## src/rtl/muldiv_sequencer.sv

```systemverilog
// RV32M execution controller: sequences a MUL_LAT-deep multiply pipe or a
// 32-step restoring divider and stalls Execute until the result is ready.
module muldiv_sequencer #(
  parameter int XLEN    = 32,
  parameter int MUL_LAT = 2
) (
  input  logic            clk,
  input  logic            rst,
  input  logic            valid_i,
  input  logic [2:0]      funct3_i,
  input  logic [XLEN-1:0] operand1_i,
  input  logic [XLEN-1:0] operand2_i,
  input  logic            flush_i,
  output logic            stall_o,
  output logic            done_o,
  output logic            busy_o,
  output logic [XLEN-1:0] result_o
);

  typedef enum logic [1:0] {S_IDLE, S_MUL, S_DIV, S_DONE} state_e;

  state_e          state_q;
  logic [4:0]      cnt_q;
  logic [2:0]      f3_q;
  logic [XLEN-1:0] op1_q;
  logic [XLEN-1:0] op2_q;
  logic [XLEN-1:0] quo_q;
  logic [XLEN-1:0] rem_q;
  logic [XLEN-1:0] result_q;
  logic            done_q;
  logic            busy_q;

  function automatic logic [XLEN-1:0] abs_if(input logic [XLEN-1:0] v, input logic sgn);
    return (sgn && v[XLEN-1]) ? (~v + 1'b1) : v;
  endfunction

  function automatic logic [XLEN-1:0] neg_if(input logic [XLEN-1:0] v, input logic neg);
    return neg ? (~v + 1'b1) : v;
  endfunction

  // Accept-time decode of the divide corner cases that bypass the iterator
  logic            acc_signed;
  logic            acc_div0;
  logic            acc_ovf;
  logic [XLEN-1:0] acc_special;

  assign acc_signed  = ~funct3_i[0];
  assign acc_div0    = (operand2_i == '0);
  assign acc_ovf     = acc_signed && (operand1_i == {1'b1, {(XLEN-1){1'b0}}}) &&
                       (operand2_i == '1);
  assign acc_special = funct3_i[1] ? (acc_div0 ? operand1_i : '0)
                                   : (acc_div0 ? '1 : {1'b1, {(XLEN-1){1'b0}}});

  // Multiply: 33x33 signed product of sign/zero-extended latched operands
  logic signed [XLEN:0]     mul_a;
  logic signed [XLEN:0]     mul_b;
  logic signed [2*XLEN+1:0] mul_prod;
  logic [2*XLEN+1:0]        mul_tap;
  logic [XLEN-1:0]          mul_res;

  assign mul_a    = {((f3_q == 3'b001) || (f3_q == 3'b010)) & op1_q[XLEN-1], op1_q};
  assign mul_b    = {(f3_q == 3'b001) & op2_q[XLEN-1], op2_q};
  assign mul_prod = mul_a * mul_b;

  if (MUL_LAT == 1) begin : g_mul_direct
    assign mul_tap = mul_prod;
  end else begin : g_mul_pipe
    logic [2*XLEN+1:0] mpipe_q [MUL_LAT-1];

    always_ff @(posedge clk) begin
      mpipe_q[0] <= mul_prod;
      for (int i = 1; i < MUL_LAT - 1; i++) begin
        mpipe_q[i] <= mpipe_q[i-1];
      end
    end

    assign mul_tap = mpipe_q[MUL_LAT-2];
  end

  assign mul_res = (f3_q[1:0] == 2'b00) ? mul_tap[XLEN-1:0] : mul_tap[2*XLEN-1:XLEN];

  // Divide: one restoring step per cycle on magnitudes, sign fix-up on the last step
  logic            div_signed;
  logic [XLEN-1:0] dvsr_abs;
  logic [XLEN:0]   div_shift;
  logic [XLEN:0]   div_trial;
  logic [XLEN-1:0] rem_nxt;
  logic [XLEN-1:0] quo_nxt;
  logic [XLEN-1:0] div_res;

  assign div_signed = ~f3_q[0];
  assign dvsr_abs   = abs_if(op2_q, div_signed);
  assign div_shift  = {rem_q, quo_q[XLEN-1]};
  assign div_trial  = div_shift - {1'b0, dvsr_abs};
  assign rem_nxt    = div_trial[XLEN] ? div_shift[XLEN-1:0] : div_trial[XLEN-1:0];
  assign quo_nxt    = {quo_q[XLEN-2:0], ~div_trial[XLEN]};
  assign div_res    = f3_q[1] ? neg_if(rem_nxt, div_signed & op1_q[XLEN-1])
                              : neg_if(quo_nxt, div_signed & (op1_q[XLEN-1] ^ op2_q[XLEN-1]));

  always_ff @(posedge clk) begin
    if (rst) begin
      state_q  <= S_IDLE;
      cnt_q    <= '0;
      f3_q     <= '0;
      op1_q    <= '0;
      op2_q    <= '0;
      quo_q    <= '0;
      rem_q    <= '0;
      result_q <= '0;
      done_q   <= 1'b0;
      busy_q   <= 1'b0;
    end else if (flush_i) begin
      state_q <= S_IDLE;
      done_q  <= 1'b0;
      busy_q  <= 1'b0;
    end else begin
      done_q <= 1'b0;
      case (state_q)
        S_IDLE: begin
          if (valid_i) begin
            f3_q   <= funct3_i;
            op1_q  <= operand1_i;
            op2_q  <= operand2_i;
            busy_q <= 1'b1;
            if (!funct3_i[2]) begin
              state_q <= S_MUL;
              cnt_q   <= 5'(MUL_LAT - 1);
            end else if (acc_div0 || acc_ovf) begin
              state_q  <= S_DONE;
              done_q   <= 1'b1;
              result_q <= acc_special;
            end else begin
              state_q <= S_DIV;
              cnt_q   <= 5'd31;
              quo_q   <= abs_if(operand1_i, acc_signed);
              rem_q   <= '0;
            end
          end
        end
        S_MUL: begin
          if (cnt_q == '0) begin
            state_q  <= S_DONE;
            done_q   <= 1'b1;
            result_q <= mul_res;
          end else begin
            cnt_q <= cnt_q - 5'd1;
          end
        end
        S_DIV: begin
          rem_q <= rem_nxt;
          quo_q <= quo_nxt;
          if (cnt_q == '0) begin
            state_q  <= S_DONE;
            done_q   <= 1'b1;
            result_q <= div_res;
          end else begin
            cnt_q <= cnt_q - 5'd1;
          end
        end
        default: begin
          state_q <= S_IDLE;
          busy_q  <= 1'b0;
        end
      endcase
    end
  end

  assign stall_o  = valid_i & (state_q != S_DONE) & ~flush_i;
  assign done_o   = done_q;
  assign busy_o   = busy_q;
  assign result_o = result_q;

endmodule

```

## config.mk

```make
export PLATFORM = sky130hd
export DESIGN_NAME = muldiv_sequencer
export DESIGN_NICKNAME = d
export VERILOG_FILES = /design/src/rtl/muldiv_sequencer.sv
export SDC_FILE = /design/constraint.sdc
export NUM_CORES = 2
export LEC_CHECK = 0
export ABC_AREA = 1
export CAP_MARGIN = 15
export CORE_MARGIN = 3
export CORE_UTILIZATION = 55
export CTS_CLUSTER_DIAMETER = 50
export DETAILED_ROUTE_END_ITERATION = 10
export MAX_ROUTING_LAYER = met4
export PLACE_DENSITY = 0.71
export SETUP_SLACK_MARGIN = 0.2
export SLEW_MARGIN = 20
export SYNTH_ARGS = -nofsm -noshare
export SYNTH_HDL_FRONTEND = slang
export SYNTH_SLANG_ARGS = --single-unit
```

## constraint.sdc

```tcl
create_clock -name clk -period 12.05 [get_ports clk]
set_input_delay 3.0125 -clock clk [delete_from_list [all_inputs] [get_ports clk]]
set_output_delay 3.0125 -clock clk [all_outputs]
set_load 0.005 [all_outputs]
```

==> impl_results.rst <==
.. list-table::
   :header-rows: 1

   * - Metric
     - Value
   * - Result of the run
     - complete, no violations
   * - Row count
     - around 110
   * - Fill cell instance count of the final layout
     - 9088
   * - Starting utilization of the core area
     - 55.8%
   * - Post-route met1 wirelength
     - ~76 mm
   * - Half-perimeter wire length after detailed placement
     - 153 mm
   * - Max cap viols
     - 0
   * - Area growth from synthesis to final layout
     - 5.99%
   * - Number of warnings reported in the yosys synthesis log
     - 0
   * - Nets
     - 8500
   * - Highest signal layer in the routed design
     - met4
   * - Worst-Margin Slew
     - 1.18 ns
   * - Area enclosed by the die boundary
     - about 100000 um2
   * - Number of antenna violations at the first check in global routing
     - 9
   * - Syn Std Cell Area
     - 54300 um2
   * - Post-synth EDFFs
     - 0
   * - Post-layout instance area
     - 57600 um2
   * - Synth Net Count
     - around 8600
   * - Num Clock Sinks
     - 236
   * - First-pass detailed-route iteration total
     - 6
   * - Resize count post-CTS
     - 0
   * - Post-synthesis instance total
     - 7176
   * - Max Clock Freq
     - 98.3 MHz
   * - Worst setup path category
     - reg2reg
   * - Worst-case reg-to-reg path depth
     - 32
   * - Detailed Route Iter0 Violations
     - 4565
   * - Maximum resistive drop on vdd
     - 0.0972 mV
   * - WL met3
     - 19.7 mm
   * - Mean area per synthesized cell
     - 7.57 um2
   * - Slowest cell delay on critical path
     - 0.98 ns
   * - Endpoint type of the worst setup path
     - flip-flop
   * - H-tree level count
     - 2
   * - Setup repair after global routing missed its margin
     - no
   * - Register area share after synthesis
     - 8.70%
   * - RePlAce Congestion
     - 1.04
   * - Final core utilization
     - between 50 and 60%
   * - Top FF cell, synth
     - sky130_fd_sc_hd__dfxtp_1
   * - Layout cell share with drive strength beyond 1
     - approximately 4.2%
   * - Commonest cells after routing, fill and taps aside
     - 1826 x sky130_fd_sc_hd__inv_1, 1762 x sky130_fd_sc_hd__nand2_1, 1126 x sky130_fd_sc_hd__fa_1
   * - Setup Total Neg Slack
     - 0 ns
   * - Most common cell after layout, fill and taps aside
     - sky130_fd_sc_hd__inv_1
   * - Clock Path Buffers
     - 3
   * - Async set-reset flop share out of synthesis
     - 0%
   * - Pin count of the biggest net entering global routing
     - 83
   * - Number of hold buffers added after cts
     - 0
   * - Buffers added on ports
     - between 100 and 150
   * - DR vias/cell
     - 5.64
   * - Horiz. Die Dim
     - 320 um
   * - Clock insertion delay at the later pin of the skew report
     - just under 0.6 ns
   * - Total detailed-routing wirelength
     - 196 mm
   * - Clock tree root buffer cell
     - sky130_fd_sc_hd__clkbuf_16
   * - Worst endpoint data arrival time
     - 10.69 ns
   * - HP Class
     - reg2reg
   * - # Post-CTS Setup Buffers
     - 0
   * - Global-route wire length before repair
     - 300 mm
   * - Number of global-route vias before repair
     - 48700
   * - Max Fanout on Critical Path
     - 37
   * - Number of primary I/O pins
     - 106
   * - Total routing resource utilization after global routing
     - between 40% and 50%
   * - Metal2 WL
     - between 80 and 90 mm
   * - Distinct cell type count of the synthesized netlist
     - 61
   * - Overall power of the completed layout
     - 5280 uW
   * - Vertical die dimension
     - 320 um
   * - Hold Crit Depth
     - 2
   * - Required time reported for the critical path endpoint
     - between 10 and 15 ns
   * - Final Max Slew Viols
     - 0
   * - Placed cell area
     - 56200 um2
   * - Standby leakage power
     - 0.0298 uW
   * - Remaining global-route overflow
     - 0
   * - Clock tree from TritonCTS
     - yes
   * - Via count of the routed design
     - 47200
   * - Critical path's slowest cell
     - sky130_fd_sc_hd__fa_1
   * - Final critical delay including setup and external delays
     - 10.17 ns
   * - Placeable core region
     - 97300 um2
   * - Crit path launch type
     - flip-flop
   * - Worst Hold Margin
     - 0.462 ns
   * - Clock tree skew after final layout
     - roughly 0.021 ns
   * - DRC violations left
     - 0
   * - DRT antenna net count
     - 0
   * - Cell Pwr Density
     - between 90 and 100 nW/um2
   * - Final hold vios
     - 0
   * - Final-report setup violation count
     - 0
   * - WL/cell
     - ~23 um
   * - Number of buffers added by the clock tree synthesis step
     - 38
   * - Max-slew headroom at the worst pin
     - 21.5%
   * - Clock-pin slew of the registers on the worst-case setup and hold paths
     - about 0.060 ns
   * - Flip-flop and latch count after synthesis
     - 236
   * - Part of the cycle the worst path needs
     - 84.4%
-- cells by family after synthesis --
group / Yosys count / synth area share (%)
buffers and inverters: 2215 / 15.5
xor gates and xnor gates: 149 / 2.40
AOI/OAI and AO/OA: 696 / 7.17
adders and majority gates: 1382 / 47.4
DFF: 236 / 8.70
and+or+nand+nor: 2498 / 18.8
-- layer usage --
layer  global-route usage [%]  vias up
met5                        -        -
met4                     19.1        0
li1                         -    20600
met3                     7.58      717
met2                     61.7     2552
met1                     51.7    23300
-- through the flow --
| stage | worst slack [ns] | std cells |
|---|---|---|
| finish | 1.88 | 8361 |
| global route | 1.23 | 8359 |
| CTS | 1.90 | 8353 |
| detailed placement | 1.90 | 8283 |
| global placement | 1.97 | 8283 |
| floorplan | 3.73 | 7176 |
-- cells in the mapped netlist, types with 16 or more instances --
master                     instances  area [um2]
sky130_fd_sc_hd__clkbuf_1        299        1120
sky130_fd_sc_hd__fa_1           1126       22500
sky130_fd_sc_hd__buf_1            47         176
sky130_fd_sc_hd__nand2_1        1762        6610
sky130_fd_sc_hd__a31oi_1          30         188
sky130_fd_sc_hd__a211oi_1         23         173
sky130_fd_sc_hd__dfxtp_1         236        4720
sky130_fd_sc_hd__nand3b_1         16         120
sky130_fd_sc_hd__nor2_1          352        1320
sky130_fd_sc_hd__inv_2            17        63.8
sky130_fd_sc_hd__nand2_2          37         231
sky130_fd_sc_hd__o21ai_0         243        1220
sky130_fd_sc_hd__o21ai_1          16        80.1
sky130_fd_sc_hd__xnor2_1          48         420
sky130_fd_sc_hd__nor3_1           41         205
sky130_fd_sc_hd__a21oi_1         280        1400
sky130_fd_sc_hd__xor2_1          101         885
sky130_fd_sc_hd__o21a_1           22         165
sky130_fd_sc_hd__ha_1            256        3200
sky130_fd_sc_hd__inv_1          1828        6860
sky130_fd_sc_hd__o211ai_1         26         195
sky130_fd_sc_hd__nand4_1          42         263
sky130_fd_sc_hd__nor4_1           20         125
sky130_fd_sc_hd__nand3_1         168         841
-- worst max-delay path, delay by kind of cell, from the launching register on --
| family | cells | cell delay (ns) |
|---|---|---|
| adder cells (fa/ha/maj) | 9 | 5.28 |
| buffers and inverters | 10 | 2.36 |
| AND/OR/NAND/NOR | 9 | 1.44 |
| AO/OA/AOI/OAI | 3 | 0.53 |
| flip-flops | 1 | 0.30 |
| XOR/XNOR | 1 | 0.15 |
-- state kept, by name, summed over array words and instances (netlist names) --
signal	count
g_mul_pipe.mpipe_q	64
op1_q	32
cnt_q	5
done_o	1
rem_q	32
result_o	32
op2_q	32
f3_q	3
busy_o	1
quo_q	32
state_q	2
-- area by class of cell --
class	instances	area [um2]	share of cell area (%)
well taps	1276	1600	2.77
flip-flops and latches	236	4730	8.22
clock buffers	43	990	1.72
multi-input cells	4725	41200	71.6
inverters	1848	6940	12.1
diodes	8	20.0	0.0348
repair buffers	198	1740	3.03
clock inverters	27	333	0.578
-- power by group --
| part | switching (uW) | internal (uW) | total, uW |
|---|---|---|---|
| clock | 479 | 680 | 1160 |
| combinational | 2090 | 986 | 3080 |
| sequential | 128 | 916 | 1040 |
-- path summary, 6_finish.rpt --
check / startpoint / endpoint / slack, ns
worst min-delay path: result_o[13] / result_o[13] / 0.46
worst max register to register: f3_q[1] / g_mul_pipe.mpipe_q[0][60] / 1.88
worst max-delay path: f3_q[1] / g_mul_pipe.mpipe_q[0][60] / 1.88
worst min register to register: result_o[13] / result_o[13] / 0.46
No activity file was read; power rests on OpenSTA's default activity.
